<file path="src/rtl/vseq_pkg.sv">
// Shared op codes, FSM state type and op-decode helper for the vector op sequencer.
package vseq_pkg;

  localparam int unsigned OP_W   = 3;
  localparam int unsigned PERF_W = 32;

  localparam logic [OP_W-1:0] OP_VADD = 3'b010;
  localparam logic [OP_W-1:0] OP_VMUL = 3'b000;
  localparam logic [OP_W-1:0] OP_VSUM = 3'b011;
  localparam logic [OP_W-1:0] OP_VSET = 3'b111;

  typedef enum logic [2:0] {
    ST_IDLE     = 3'd0,
    ST_ISSUE    = 3'd1,
    ST_WAIT_ACC = 3'd2,
    ST_DRAIN    = 3'd3,
    ST_FIN      = 3'd4
  } vseq_state_t;

  function automatic logic is_vec_op(input logic [OP_W-1:0] code);
    return code inside {OP_VADD, OP_VMUL, OP_VSUM, OP_VSET};
  endfunction

endpackage

</file>
<file path="src/rtl/vseq_idx_ctr.sv">
// Element index up-counter with clear, enable and a terminal flag on the next value.
module vseq_idx_ctr #(
  parameter int unsigned LIMIT = 4,
  parameter int unsigned CW    = $clog2(LIMIT) + 1
) (
  input  logic          clk,
  input  logic          reset,
  input  logic          clr,
  input  logic          en,
  output logic [CW-1:0] cnt,
  output logic [CW-1:0] cnt_nxt,
  output logic          term
);

  logic [CW-1:0] cnt_q, cnt_d;

  always_comb begin
    cnt_d = cnt_q;
    if (clr) begin
      cnt_d = '0;
    end else if (en) begin
      cnt_d = cnt_q + CW'(1);
    end
  end

  always_ff @(posedge clk or posedge reset) begin
    if (reset) begin
      cnt_q <= '0;
    end else begin
      cnt_q <= cnt_d;
    end
  end

  assign cnt     = cnt_q;
  assign cnt_nxt = cnt_d;
  assign term    = (cnt_d == CW'(LIMIT));

endmodule

</file>
<file path="src/rtl/vec_op_sequencer.sv">
// Steps vector FP ops element by element through one shared FP lane ALU.
// Optional busy-cycle counter output perf_cycles when VSEQ_PERF_EN is defined.
module vec_op_sequencer
  import vseq_pkg::*;
#(
  parameter  int unsigned LANES = 4,
  localparam int unsigned IW    = $clog2(LANES)
) (
  input  logic            clk,
  input  logic            reset,
  input  logic            start,
  input  logic [OP_W-1:0] op,
  output logic            busy,
  output logic            done,
  output logic            err,
  output logic            alu_valid,
  input  logic            alu_ready,
  output logic [OP_W-1:0] alu_ctrl,
  output logic [IW-1:0]   alu_idx,
  output logic            acc_sel,
  input  logic            res_valid,
  output logic            wb_en,
  output logic [IW-1:0]   wb_idx
`ifdef VSEQ_PERF_EN
  ,
  output logic [PERF_W-1:0] perf_cycles
`endif
);

  localparam int unsigned CW = IW + 1;

  vseq_state_t state_q, state_d;

  logic [CW-1:0] issue_cnt, issue_nxt, ret_cnt, ret_nxt;
  logic          issue_term, ret_term;
  logic          start_ok, accept, fire, stray, res_acc;

  logic            busy_q, busy_d, done_q, done_d, err_q, err_d;
  logic            alu_valid_q, alu_valid_d, acc_sel_q, acc_sel_d, wb_en_q, wb_en_d;
  logic [OP_W-1:0] alu_ctrl_q, alu_ctrl_d;
  logic [IW-1:0]   alu_idx_q, alu_idx_d, wb_idx_q, wb_idx_d;

  // Outstanding count is issued minus returned; equal counters mean nothing in flight.
  assign start_ok = (state_q == ST_IDLE) || (state_q == ST_FIN);
  assign accept   = start && start_ok && is_vec_op(op);
  assign fire     = (state_q == ST_ISSUE) && alu_ready;
  assign stray    = res_valid && (issue_cnt == ret_cnt);
  assign res_acc  = res_valid && !stray;

  vseq_idx_ctr #(.LIMIT(LANES), .CW(CW)) u_issue_ctr (
    .clk(clk), .reset(reset), .clr(accept), .en(fire),
    .cnt(issue_cnt), .cnt_nxt(issue_nxt), .term(issue_term)
  );

  vseq_idx_ctr #(.LIMIT(LANES), .CW(CW)) u_ret_ctr (
    .clk(clk), .reset(reset), .clr(accept), .en(res_acc),
    .cnt(ret_cnt), .cnt_nxt(ret_nxt), .term(ret_term)
  );

  always_ff @(posedge clk or posedge reset) begin
    if (reset) begin
      state_q <= ST_IDLE;
    end else begin
      state_q <= state_d;
    end
  end

  always_comb begin
    state_d = state_q;
    unique case (state_q)
      ST_IDLE, ST_FIN: state_d = accept ? ST_ISSUE : ST_IDLE;
      ST_ISSUE: begin
        if (fire) begin
          if (alu_ctrl_q == OP_VSUM) begin
            state_d = ST_WAIT_ACC;
          end else if (issue_cnt == CW'(LANES - 1)) begin
            state_d = ST_DRAIN;
          end
        end
      end
      ST_WAIT_ACC: if (res_acc) state_d = issue_term ? ST_FIN : ST_ISSUE;
      ST_DRAIN:    if (issue_nxt == ret_nxt) state_d = ST_FIN;
      default:     state_d = ST_IDLE;
    endcase
  end

  // Next-cycle output values, registered below.
  always_comb begin
    busy_d      = (state_d == ST_ISSUE) || (state_d == ST_WAIT_ACC) || (state_d == ST_DRAIN);
    done_d      = (state_d == ST_FIN);
    err_d       = (start && start_ok && !is_vec_op(op)) || stray;
    alu_valid_d = (state_d == ST_ISSUE);
    alu_ctrl_d  = accept ? op : alu_ctrl_q;
    alu_idx_d   = issue_nxt[IW-1:0];
    acc_sel_d   = alu_valid_d && (alu_ctrl_d == OP_VSUM) && (issue_nxt != '0);
    wb_en_d     = res_acc && ((alu_ctrl_q != OP_VSUM) || ret_term);
    wb_idx_d    = (alu_ctrl_q == OP_VSUM) ? '0 : ret_cnt[IW-1:0];
  end

  always_ff @(posedge clk or posedge reset) begin
    if (reset) begin
      busy_q      <= 1'b0;
      done_q      <= 1'b0;
      err_q       <= 1'b0;
      alu_valid_q <= 1'b0;
      alu_ctrl_q  <= '0;
      alu_idx_q   <= '0;
      acc_sel_q   <= 1'b0;
      wb_en_q     <= 1'b0;
      wb_idx_q    <= '0;
    end else begin
      busy_q      <= busy_d;
      done_q      <= done_d;
      err_q       <= err_d;
      alu_valid_q <= alu_valid_d;
      alu_ctrl_q  <= alu_ctrl_d;
      alu_idx_q   <= alu_idx_d;
      acc_sel_q   <= acc_sel_d;
      wb_en_q     <= wb_en_d;
      wb_idx_q    <= wb_idx_d;
    end
  end

  assign busy      = busy_q;
  assign done      = done_q;
  assign err       = err_q;
  assign alu_valid = alu_valid_q;
  assign alu_ctrl  = alu_ctrl_q;
  assign alu_idx   = alu_idx_q;
  assign acc_sel   = acc_sel_q;
  assign wb_en     = wb_en_q;
  assign wb_idx    = wb_idx_q;

`ifdef VSEQ_PERF_EN
  logic [PERF_W-1:0] perf_q, perf_d;

  // Busy cycles of the latest op; held after completion, saturating.
  always_comb begin
    perf_d = perf_q;
    if (accept) begin
      perf_d = '0;
    end else if (busy_q && (perf_q != '1)) begin
      perf_d = perf_q + PERF_W'(1);
    end
  end

  always_ff @(posedge clk or posedge reset) begin
    if (reset) begin
      perf_q <= '0;
    end else begin
      perf_q <= perf_d;
    end
  end

  assign perf_cycles = perf_q;
`endif

endmodule

</file>
<file path="config.mk">
export PLATFORM = sky130hd
export DESIGN_NAME = vec_op_sequencer
export DESIGN_NICKNAME = d
export VERILOG_FILES = /design/src/rtl/vseq_pkg.sv /design/src/rtl/vseq_idx_ctr.sv /design/src/rtl/vec_op_sequencer.sv
export SDC_FILE = /design/constraint.sdc
export NUM_CORES = 1
export LEC_CHECK = 0
export ABC_AREA = 1
export CAP_MARGIN = 20
export CORE_ASPECT_RATIO = 0.8
export CORE_MARGIN = 4
export CORE_UTILIZATION = 54
export CTS_CLUSTER_DIAMETER = 120
export DETAILED_ROUTE_END_ITERATION = 6
export PLACE_DENSITY = 0.92
export REMOVE_ABC_BUFFERS = 1
export SLEW_MARGIN = 5
export SYNTH_ARGS = -nofsm -noshare
export SYNTH_HDL_FRONTEND = slang
export SYNTH_SLANG_ARGS = --single-unit
</file>
<file path="constraint.sdc">
create_clock -name clk -period 3.78 [get_ports clk]
set_input_delay 0.945 -clock clk [delete_from_list [all_inputs] [get_ports clk]]
set_output_delay 0.945 -clock clk [all_outputs]
set_load 0.03 [all_outputs]
</file>
# Word level (Yosys, flattened, before mapping)
# Cells that the tools add are included.
[word_totals]
regBits = 22
output_inout_bits = 13
elab_cells = 68
[op_classes]
add_sub_neg = 2
n_eq_ne = 19
muxes = 14
n_reduce_logical = 21
[op_table]
columns = ["op", "n"]
rows = [
  ["3-bit 2-to-1 mux", 11],
  ["3-bit by 2-bit equality test with 1-bit output (second input constant)", 9],
  ["3-bit equality test (second input constant)", 5],
  ["3-bit one-hot mux with 4 select lines", 1],
  ["1-bit logical AND", 9],
  ["3-bit by 1-bit adder with 3-bit output (second input constant)", 2],
  ["3-bit by 1-bit equality test with 1-bit output (second input constant)", 2],
  ["3-bit equality test", 2],
  ["3-bit logical NOT", 2],
  ["1-bit logical OR", 5],
  ["4-bit nonzero test", 1],
  ["3-bit by 2-bit inequality test with 1-bit output (second input constant)", 1],
  ["3-bit nonzero test", 1],
  ["1-bit logical NOT", 2],
  ["2-bit 2-to-1 mux", 1],
  ["2-bit OR reduction", 1],
  ["1-bit 2-to-1 mux", 1],
]

# Depth between registers and ports, before layout
# Gate-level depths: netlist (run 1).
[logic_depth]
word_depth = 12
mapped_depth = 14
ltp_nobuf = 14

# Hierarchy
# A second synthesis (run 1) with hierarchy kept.
[unflattened]
hier_cells = 157
area_unflattened_um2 = 1177.4
[by_module_without_submodules]
columns = ["module", "n_inst", "cells_each", "area_each_um2", "seq_area_each_um2"]
rows = [
  ["vec_op_sequencer", 1, 105, 817.0, 400.4],
  ["vseq_idx_ctr", 2, 26, 180.2, 75.1],
]

# Worst setup path before layout (run 1)
# No wires, ideal clock.
[synth_timing]
path_kind = "in2reg"
start = "input op[0]"
end = "register acc_sel_q, in the netlist acc_sel"
setup_ns = 0.122
arrival_time_ns = 1.924
setup_slack_ns = 1.734
path_stages = 11
n_path_buf = 1
path_cell_list = "inv_2 > nand2_1 > a21oi_2 > inv_2 > buf_6 > nand2_4 > nand2_2 > o211ai_2 > nand2_1 > nand3_2 > nor2_2"
[synth_between]
elab_chain_cells = 11
elab_cells_between_ends = 21
[synth_rtl]
columns = ["element", "line", "text"]
rows = [
  ["from (decl)", "vec_op_sequencer.sv:12", "input logic [OP_W-1:0] op,"],
  ["3-bit by 2-bit equality test with 1-bit output, or another cell as far along", "vseq_pkg.sv:21", "return code inside {OP_VADD, OP_VMUL, OP_VSUM, OP_VSET};"],
  ["4-bit nonzero test", "vseq_pkg.sv:21", ""],
  ["1-bit logical AND", "vec_op_sequencer.sv:45", "assign accept = start && start_ok && is_vec_op(op);"],
  ["3-bit 2-to-1 mux", "vseq_idx_ctr.sv:19", "if (clr) begin"],
  ["3-bit equality test", "vseq_idx_ctr.sv:36", "assign term = (cnt_d == CW'(LIMIT));"],
  ["3-bit 2-to-1 mux (2 in series)", "vec_op_sequencer.sv:81", "ST_WAIT_ACC: if (res_acc) state_d = issue_term ? ST_FIN : ST_ISSUE;"],
  ["3-bit one-hot mux with 4 select lines", "vec_op_sequencer.sv:70", "unique case (state_q)"],
  ["3-bit by 1-bit equality test with 1-bit output", "vec_op_sequencer.sv:92", "alu_valid_d = (state_d == ST_ISSUE);"],
  ["1-bit logical AND", "vec_op_sequencer.sv:95", "acc_sel_d = alu_valid_d && (alu_ctrl_d == OP_VSUM) && (issue_nxt != '0);"],
  ["1-bit logical AND *", "vec_op_sequencer.sv:95", ""],
  ["named net acc_sel_d", "vec_op_sequencer.sv:39", "logic alu_valid_q, alu_valid_d, acc_sel_q, acc_sel_d, wb_en_q, wb_en_d;"],
  ["to (signal assigned)", "vec_op_sequencer.sv:118", "acc_sel_q <= acc_sel_d;"],
  ["to (decl)", "vec_op_sequencer.sv:39", ""],
]
# The timed path passes the listed nets; every way through them passes the cells marked *.

# Final worst setup path (run 1)
# Ends and elaborated chain as after synthesis.

==> results_dict.tcl, run 1 <==
set metrics [dict create \
    status "finished clean" \
    final_layout_size_suffix_gt1_share_pct 18.0 \
    grt_max_degree 21 \
    wl_um 2590 \
    yosysSeqAreaShare_pct 44.2 \
    first_pass_iters 5 \
    crit_required_ps 3980 \
    pre_cts_ws_ps 1080 \
    holdCritStartpoint "alu_ctrl[0]" \
    powerDensity_nw_per_um2 916 \
    p_seq_share_pct 30.8 \
    crit_fanout 13 \
    place_congestion 0.894 \
    hold_path.class "reg -> reg" \
    setup_viol 0 \
    crit_type "in -> reg" \
    post_cts_buffers 0 \
    first_global_vias 957 \
    initial_core_util_pct 58.8 \
    synth-seq-cells 20 \
    n_fill_cell 154 \
    cts_resized 0 \
    muxShareOfSynthArea_pct 0 \
    cts_made_buffers 3 \
    final_cell_count_no_fill 185 \
    crit_buf_inv 3 \
    startpoint_type "input port" \
    leakage_nw 0.715 \
    clockBufferDepth 2 \
    synthCells 141 \
    synth-simple-area-share_pct 32.6 \
    rows 14 \
    post_synth_xor_area_fraction_pct 1.55 \
    path_delay_family "buffers and inverters" \
    regToRegStartpoint "u_issue_ctr.cnt[0]" \
    final.setup_skew_ps 5.02 \
    drc_errors 0 \
    drt-vias-per-instance 5.49 \
    whs_endpoint "alu_ctrl[0]" \
    antenna_found_initial 0 \
    dieArea_um2 2900 \
    rrSetupSlack_ps 2000 \
    holdWs_ps 566 \
    hold_path_depth 2 \
    wl_per_cell_um 14.0 \
    antenna_left 0 \
    power.total_mw 1.25 \
    diodes 0 \
    final_util_pct 70.5 \
    p_sw_mw 0.628 \
    synth_compound_area_share_pct 7.07 \
    slew-limit-headroom_pct 50.0 \
    track_usage_pct 19.2 \
    clk_latency_ps 300 \
    intPower_mw 0.617 \
    clock-root-buffer "clkbuf_4" \
    area_growth_pct 20.0 \
    avgSynthCellArea_um2 8.03 \
    tightest_slew_ps 749 \
    yosysTopAreaCellShare_pct 44.2 \
    hold_buffers 0 \
    die_h_um 49.0 \
    syn-cell-area_um2 1130 \
    cts.sinks 20 \
    rr_worst_depth 11 \
    cts_tree "yes" \
    fin_setup_tns_ps 0 \
    grt_pass1_wl_um 4190 \
    dp_hpwl_um 2020 \
    overflow 0 \
    drtIter0Drc 41 \
    peakVddDrop_mv 0.591 \
    synth_cell_types 24 \
    hold_viol_final 0 \
    synth_area_leader_cell "dfrtp_1" \
    ioPinCount 21 \
    die_w_um 59.2 \
    synth_adder_area_share_pct 3.31 \
    synth_warnings 0 \
    synth_top_family_by_area "simple AND/OR/NAND/NOR gates" \
    dp.cells 182 \
    setup_ws_ps 1370 \
    switching_share_pct 50.5 \
    regToRegEndpoint "acc_sel" \
    clkPwrFrac_pct 8.0 \
    combPwrFrac_pct 61.3 \
    final_area_um2 1360 \
    clk_pin_slew_ps 100 \
    cts.htree.levels 1 \
    place_area_um2 1340 \
    synth_area_leaders "dfrtp_1 (44%), nand2_1 (12%), nand3_2 (6.2%)" \
    period_minus_slack_ps 2410 \
    cp_slowest_cell "clkdlybuf4s50_1" \
    crit_chain "clkdlybuf4s50_1 > inv_2 > nand2_1 > a21oi_2 > inv_2 > nand2_1 > nand2_2 > o211ai_2 > nand2_1 > nand3_2 > nor2_2" \
    nNetsFinal 174 \
    port_buffers 20 \
    fin_crit_sh_pct 63.8 \
    critPathArrivalTime_ps 2610 \
    finalMaxSlewViolations 0 \
    cpPeakStageDelay_ps 440 \
    grt_setup_unrepaired "false" \
    maxCapViolCount 0 \
    core_area_um2 1930 \
    fmax_mhz 415 \
    num_vias 1015 \
    crit_path_end_kind "flop" \
    cp_common_cell "nand2_1" \
]
[worst register-to-register path, delay by kind of cell (launching register included)]
family,cells,cell delay (ps)
adder cells (fa/ha/maj),2,490
buffers and inverters,2,130
AO/OA/AOI/OAI,1,210
AND/OR/NAND/NOR,6,400
flip-flops,1,440
[state kept, by name, indices dropped and copies added (netlist names)]
name and cells:
alu_ctrl 3, u_issue_ctr.cnt 3, busy 1, alu_valid 1
done 1, err 1, state_q 3, acc_sel 1
wb_en 1, u_ret_ctr.cnt 3, wb_idx 2
[cell families (layout without fill, tap and decap cells)]
| kind of cell | Yosys count | count (layout) |
|---|---|---|
| xor gates and xnor gates | 2 | 2 |
| adders and majority gates | 3 | 3 |
| buffers and inverters | 30 | 50 |
| AOI/OAI and AO/OA | 12 | 12 |
| and+or+nand+nor | 74 | 74 |
| DFF | 20 | 20 |
[worst max-delay path by stage]
| stage | from | endpoint | depth (start not counted) |
|---|---|---|---|
| detailed placement | op[0] | acc_sel | 11 |
| CTS | u_issue_ctr.cnt[1] | alu_idx[1] | 1 |
| global placement | op[0] | alu_valid | 11 |
| finish | op[0] | acc_sel | 11 |
| floorplan | op[0] | acc_sel | 10 |
| global route | op[0] | acc_sel | 11 |
[synth_stat cells]
cell	count
xor2_1	1
nand3_2	7
o21ai_0	5
inv_1	18
o22ai_1	1
xnor2_1	1
nand2_2	3
o21ai_2	2
buf_6	1
dfrtp_1	20
nand2_1	36
nand2_4	2
a21oi_1	2
nor2_2	2
nor3_1	1
clkinv_1	1
a21oi_2	1
nor2_1	12
o211ai_2	1
nand4_1	4
buf_4	2
nand3_1	7
inv_2	8
ha_1	3
[final cells by class]
cell class	instances	area, µm²	share of cell area [%]
inverter	27	101	7.46
tap	24	30.0	2.21
sequential	20	500	36.8
multi-input combinational	91	504	37.1
timing repair buffer	20	200	14.7
clock buffer	3	22.5	1.66
[power by group through the flow]
stage / clock [mW] / combinational, mW / sequential, mW
2_1_floorplan: 0 / 0.411 / 0.488
4_1_cts: 0.104 / 0.759 / 0.380
6_report: 0.0994 / 0.763 / 0.383
3_5_place_dp: 0 / 0.752 / 0.385
3_3_place_gp: 0 / 0.729 / 0.377
5_1_grt: 0.114 / 0.826 / 0.393
[placed cells by master, fill, tap and decap left out, types with 2 or more instances in the layout]
| master | synthesis | routed |
|---|---|---|
| nand2_1 | 36 | 36 |
| dfrtp_1 | 20 | 20 |
| clkdlybuf4s50_1 | 0 | 20 |
| inv_1 | 18 | 18 |
| nor2_1 | 12 | 12 |
| inv_2 | 8 | 8 |
| nand3_2 | 7 | 7 |
| nand3_1 | 7 | 7 |
| o21ai_0 | 5 | 5 |
| nand4_1 | 4 | 4 |
| nand2_2 | 3 | 3 |
| ha_1 | 3 | 3 |
| clkbuf_4 | 0 | 3 |
| nand2_4 | 2 | 2 |
| nor2_2 | 2 | 2 |
| o21ai_2 | 2 | 2 |
| a21oi_1 | 2 | 2 |
[routing by layer]
| layer | vias to the layer above | wire, µm | share of wire [%] | GRT usage, % |
|---|---|---|---|---|
| met1 | 467 | 1060 | 41 | 24.8 |
| met3 | 11 | 221 | 8.5 | 6.08 |
| met5 | - | 0 | 0 | 0 |
| met4 | 0 | 74 | 2.9 | 7.92 |
| met2 | 58 | 1230 | 48 | 29.1 |
| li1 | 479 | - | - | - |
No activity file was read; power rests on OpenSTA's default activity.
==> run 2, diff against run 1 <==
--- a/config.mk
+++ b/config.mk
@@ -9,10 +9,10 @@
 export CAP_MARGIN = 20
 export CORE_ASPECT_RATIO = 0.8
 export CORE_MARGIN = 4
-export CORE_UTILIZATION = 54
+export CORE_UTILIZATION = 46
 export CTS_CLUSTER_DIAMETER = 120
 export DETAILED_ROUTE_END_ITERATION = 6
-export PLACE_DENSITY = 0.92
+export PLACE_DENSITY = 0.84
 export REMOVE_ABC_BUFFERS = 1
 export SLEW_MARGIN = 5
 export SYNTH_ARGS = -nofsm -noshare
==> constraint.sdc (replaced) <==
create_clock -name clk -period 2.16 [get_ports clk]
set_input_delay 0.54 -clock clk [delete_from_list [all_inputs] [get_ports clk]]
set_output_delay 0.54 -clock clk [all_outputs]
set_load 0.03 [all_outputs]
==> run 2 against run 1 <==
Effect of this change:
- non-clock buffer count up 8
- largest power group unchanged
- clock power up 120%
- via count down 3.3%
- clock skew about the same
- sequential share of layout area down 1.9 points
- clock-buffer cell count up 1
- cell area up 5.5%
==> results_dict.tcl, run 2 (synthesis gave the netlist of run 1 again) <==
set metrics [dict create \
    wl_per_cell_um 12.8 \
    hold_buffers 0 \
    met3_usage_pct 5.36 \
    fmax_mhz 497 \
    drtIter0Drc 46 \
    regToRegEndpoint "busy" \
    final_area_um2 1430 \
    critPathArrivalTime_ps 1470 \
    post_cts_buffers 0 \
    period_minus_slack_ps 2010 \
    layout.cells.most_common_list "nand2_1 (36), dfrtp_1 (20), clkdlybuf4s50_1 (20)" \
    initial_core_util_pct 50.3 \
    dieArea_um2 3320 \
    crit_chain "clkdlybuf4s50_1" \
    dp_hpwl_um 2000 \
    multi_input_area_um2 504 \
    crit_fanout 5 \
    hold_viol_final 0 \
    antenna_found_initial 0 \
    leakage_nw 0.760 \
    wl_um 2500 \
    place_area_um2 1400 \
    diodes 0 \
    cpPeakStageDelay_ps 710 \
    busiest_layer "met2" \
    fin_setup_tns_ps 0 \
    drt-vias-per-instance 5.04 \
    clockBufferDepth 2 \
    cts_resized 0 \
    tightest_slew_ps 365 \
    core_area_um2 2250 \
    final_layout_size_suffix_gt1_share_pct 22.4 \
    rr_worst_depth 9 \
    startpoint_type "flop" \
    crit_type "reg -> out" \
    holdWs_ps 542 \
    final.setup_skew_ps 4.70 \
    ioPinCount 21 \
    finalMaxSlewViolations 0 \
    overflow 0 \
    drc_errors 0 \
    slew-limit-headroom_pct 75.6 \
    peakVddDrop_mv 0.726 \
    clk_pin_slew_ps 110 \
    pre_cts_ws_ps -129 \
    cts.sinks 20 \
    die_h_um 52.4 \
    path_delay_family "buffers and inverters" \
    final_util_pct 63.7 \
    rows 15 \
    setup_ws_ps 150 \
    fin_crit_sh_pct 93.1 \
    area_growth_pct 26.6 \
    cts_made_buffers 3 \
    num_vias 982 \
    grt_pass1_wl_um 4370 \
    status "finished clean" \
    met1_usage_pct 21.3 \
    rrSetupSlack_ps 330 \
    antenna_left 0 \
    powerDensity_nw_per_um2 1580 \
    first_global_vias 957 \
    nNetsFinal 182 \
    final_common_cell "nand2_1" \
    hold_path.class "in -> async" \
    port_buffers 20 \
    regToRegStartpoint "u_issue_ctr.cnt[0]" \
    track_usage_pct 17.1 \
    crit_path_end_kind "output port" \
    clock-root-buffer "clkbuf_4" \
    die_w_um 63.5 \
    n_fill_cell 191 \
    final-seq-area_um2 500 \
    grt_use_met2_pct 28.2 \
    cts.htree.levels 1 \
    cp_slowest_cell "clkdlybuf4s50_1" \
    cts_tree "yes" \
    place_congestion 0.853 \
    grt_setup_unrepaired "false" \
    clk_latency_ps 310 \
    maxCapViolCount 0 \
    grt_max_degree 21 \
    setup_viol 0 \
    crit_buf_inv 1 \
    crit_required_ps 1620 \
    first_pass_iters 4 \
]
-- run 2: through the flow --
step	std cells	power (mW)
floorplan	138	1.57
global placement	191	2.00
detailed placement	191	2.05
CTS	195	2.27
global route	195	2.44
finish	195	2.27
-- run 2: cell type report --
| cell class | instances | share of cell area, % |
|---|---|---|
| Multi-Input combinational cell | 91 | 35.2 |
| Tap cell | 25 | 2.18 |
| Timing Repair Buffer | 28 | 18.2 |
| Clock buffer | 4 | 2.53 |
| Sequential cell | 20 | 34.9 |
| Inverter | 27 | 7.07 |
-- run 2: how the worst max path moves through the flow --
stage	slack, ps	to	from	cells after the start
3_3_place_gp	-60	acc_sel	op[0]	10
4_1_cts	140	alu_idx[0]	u_issue_ctr.cnt[0]	1
3_5_place_dp	-130	alu_valid	op[0]	11
5_1_grt	60	busy	op[0]	11
2_1_floorplan	390	acc_sel	u_issue_ctr.cnt[0]	11
6_report	150	alu_idx[0]	u_issue_ctr.cnt[0]	1
-- run 2: tightest hold or removal path: stages --
cell             delay (ps)
clkdlybuf4s50_1         390
inv_1                    50
buf_4                   260
-- run 2: layer usage --
layer,vias to the layer above,wire (µm)
met5,-,0
met4,0,25
met3,2,242
met2,46,1120
met1,438,1110
li1,496,-
-- run 2: where the power goes --
part	total, mW	switching, mW	internal, mW
combinational	1.39	0.868	0.527
sequential	0.657	0.123	0.534
clock	0.220	0.117	0.103
==> run 3, diff against run 2 <==
--- a/config.mk
+++ b/config.mk
@@ -13,7 +13,6 @@
 export CTS_CLUSTER_DIAMETER = 120
 export DETAILED_ROUTE_END_ITERATION = 6
 export PLACE_DENSITY = 0.84
-export REMOVE_ABC_BUFFERS = 1
 export SLEW_MARGIN = 5
 export SYNTH_ARGS = -nofsm -noshare
 export SYNTH_HDL_FRONTEND = slang
==> run 3 against run 2 <==
Effect of this change:
- worst hold slack improved by 16 ps
- cell area shrank 2.0%
- clock power shrank 20%
- clock-buffer cell count down 1
- maximum frequency grew 0.37%
- sequential power grew 0.8%
- non-clock buffer count shrank 2
- utilization decreased by 1.3 points
- sequential cell count is the same
- critical path depth stayed put
==> results_dict.tcl, run 3 (synthesis gave the netlist of run 1 again) <==
set metrics [dict create \
    status "finished clean" \
    cpPeakStageDelay_ps 700 \
    cts_tree "yes" \
    fmax_mhz 499 \
    antenna_found_initial 0 \
    die_w_um 63.5 \
    maxCapViolCount 0 \
    first_global_vias 976 \
    final_common_cell "nand2_1" \
    overflow 0 \
    cp_num_cells 1 \
    powerDensity_nw_per_um2 1570 \
    num_vias 964 \
    diodes 0 \
    track_usage_pct 18.2 \
    clk_pin_slew_ps 110 \
    final_area_um2 1410 \
    hold_path.class "in -> async" \
    crit_buf_inv 1 \
    final_util_pct 62.4 \
    port_buffers 20 \
    final_layout_size_suffix_gt1_share_pct 21.0 \
    die_h_um 52.4 \
    core_area_um2 2250 \
    crit_required_ps 1620 \
    wl_per_cell_um 13.4 \
    wl_um 2580 \
    drtIter0Drc 31 \
    regToRegEndpoint "acc_sel" \
    cp_slowest_cell "clkdlybuf4s50_1" \
    clock-root-buffer "clkbuf_4" \
    dieArea_um2 3320 \
    ioPinCount 21 \
    fin_setup_tns_ps 0 \
    area_growth_pct 24.1 \
    crit_type "reg -> out" \
    dp_hpwl_um 2060 \
    hold_buffers 0 \
    grt_pass1_wl_um 4660 \
    regToRegStartpoint "u_issue_ctr.cnt[0]" \
    startpoint_type "flop" \
    layout.cells.most_common_list "nand2_1 (36), dfrtp_1 (20), clkdlybuf4s50_1 (20)" \
    tightest_slew_ps 318 \
    cts.sinks 20 \
    leakage_nw 0.743 \
    slew-limit-headroom_pct 78.7 \
    initial_core_util_pct 50.3 \
    clk_latency_ps 300 \
    finalMaxSlewViolations 0 \
    crit_chain "clkdlybuf4s50_1" \
    peakVddDrop_mv 0.888 \
    fin_crit_sh_pct 92.7 \
    grt_setup_unrepaired "false" \
    path_delay_family "buffers and inverters" \
    cp-startpoint "u_issue_ctr.cnt[0]" \
    syn_nets 152 \
    rows 15 \
    grt_max_degree 21 \
    rr_worst_depth 10 \
    nNetsFinal 180 \
    rrSetupSlack_ps 360 \
    crit_fanout 5 \
    place_congestion 0.885 \
    holdWs_ps 558 \
    critPathArrivalTime_ps 1460 \
    setup_viol 0 \
    clockBufferDepth 2 \
    period_minus_slack_ps 2000 \
    place_area_um2 1380 \
    critPathCapture "alu_idx[0]" \
    cts.htree.levels 1 \
    drc_errors 0 \
    hold_viol_final 0 \
    final.setup_skew_ps 2.98 \
    drt-vias-per-instance 5.02 \
    power.total_mw 2.20 \
    crit_path_end_kind "output port" \
    post_cts_buffers 0 \
    antenna_left 0 \
    cts_made_buffers 3 \
    n_fill_cell 189 \
    first_pass_iters 4 \
    cts_resized 0 \
]
run 3: changes by cell type in the layout (fill, tap and decap cells not counted):
cell      delta
buf_4        -2
clkbuf_8     -1
run 3: per-layer routing:
metal | up-vias | share of wire, % | GRT usage (%)
met1 | 438 | 48 | 24.4
met5 | - | 0 | 0
met3 | 4 | 7.3 | 5.79
met2 | 34 | 44 | 28.6
li1 | 488 | - | -
met4 | 0 | 0.81 | 4.30
run 3: cell type report:
type,instances,area (µm²),area share (%)
Timing Repair Buffer,26,245,17.5
Multi-Input combinational cell,91,504,35.9
Clock buffer,3,22.5,1.60
Inverter,27,101,7.21
Tap cell,25,31.3,2.23
Sequential cell,20,500,35.6
run 3: how the worst min path moves through the flow:
stage	end	slack, ps	from
after global placement	alu_ctrl[1]	510	alu_ctrl[1]
final	state_q[2]	560	reset
after global routing	wb_idx[1]	600	u_ret_ctr.cnt[1]
after detailed placement	wb_idx[1]	560	u_ret_ctr.cnt[1]
after floorplan	acc_sel	500	reset
after CTS	u_issue_ctr.cnt[2]	560	reset
run 3: power by group:
part           switching, mW  leakage, nW  total, mW  internal (mW)
Sequential             0.128        0.247      0.662          0.534
Combinational          0.857        0.482       1.36          0.506
Clock                  0.112       0.0138      0.177         0.0651
run 3: per-stage QoR:
step / cells / setup slack [ps]
finish: 192 / 157
floorplan: 141 / 519
CTS: 192 / 142
detailed placement: 189 / -119
global route: 192 / 72.7
global placement: 189 / -22.3
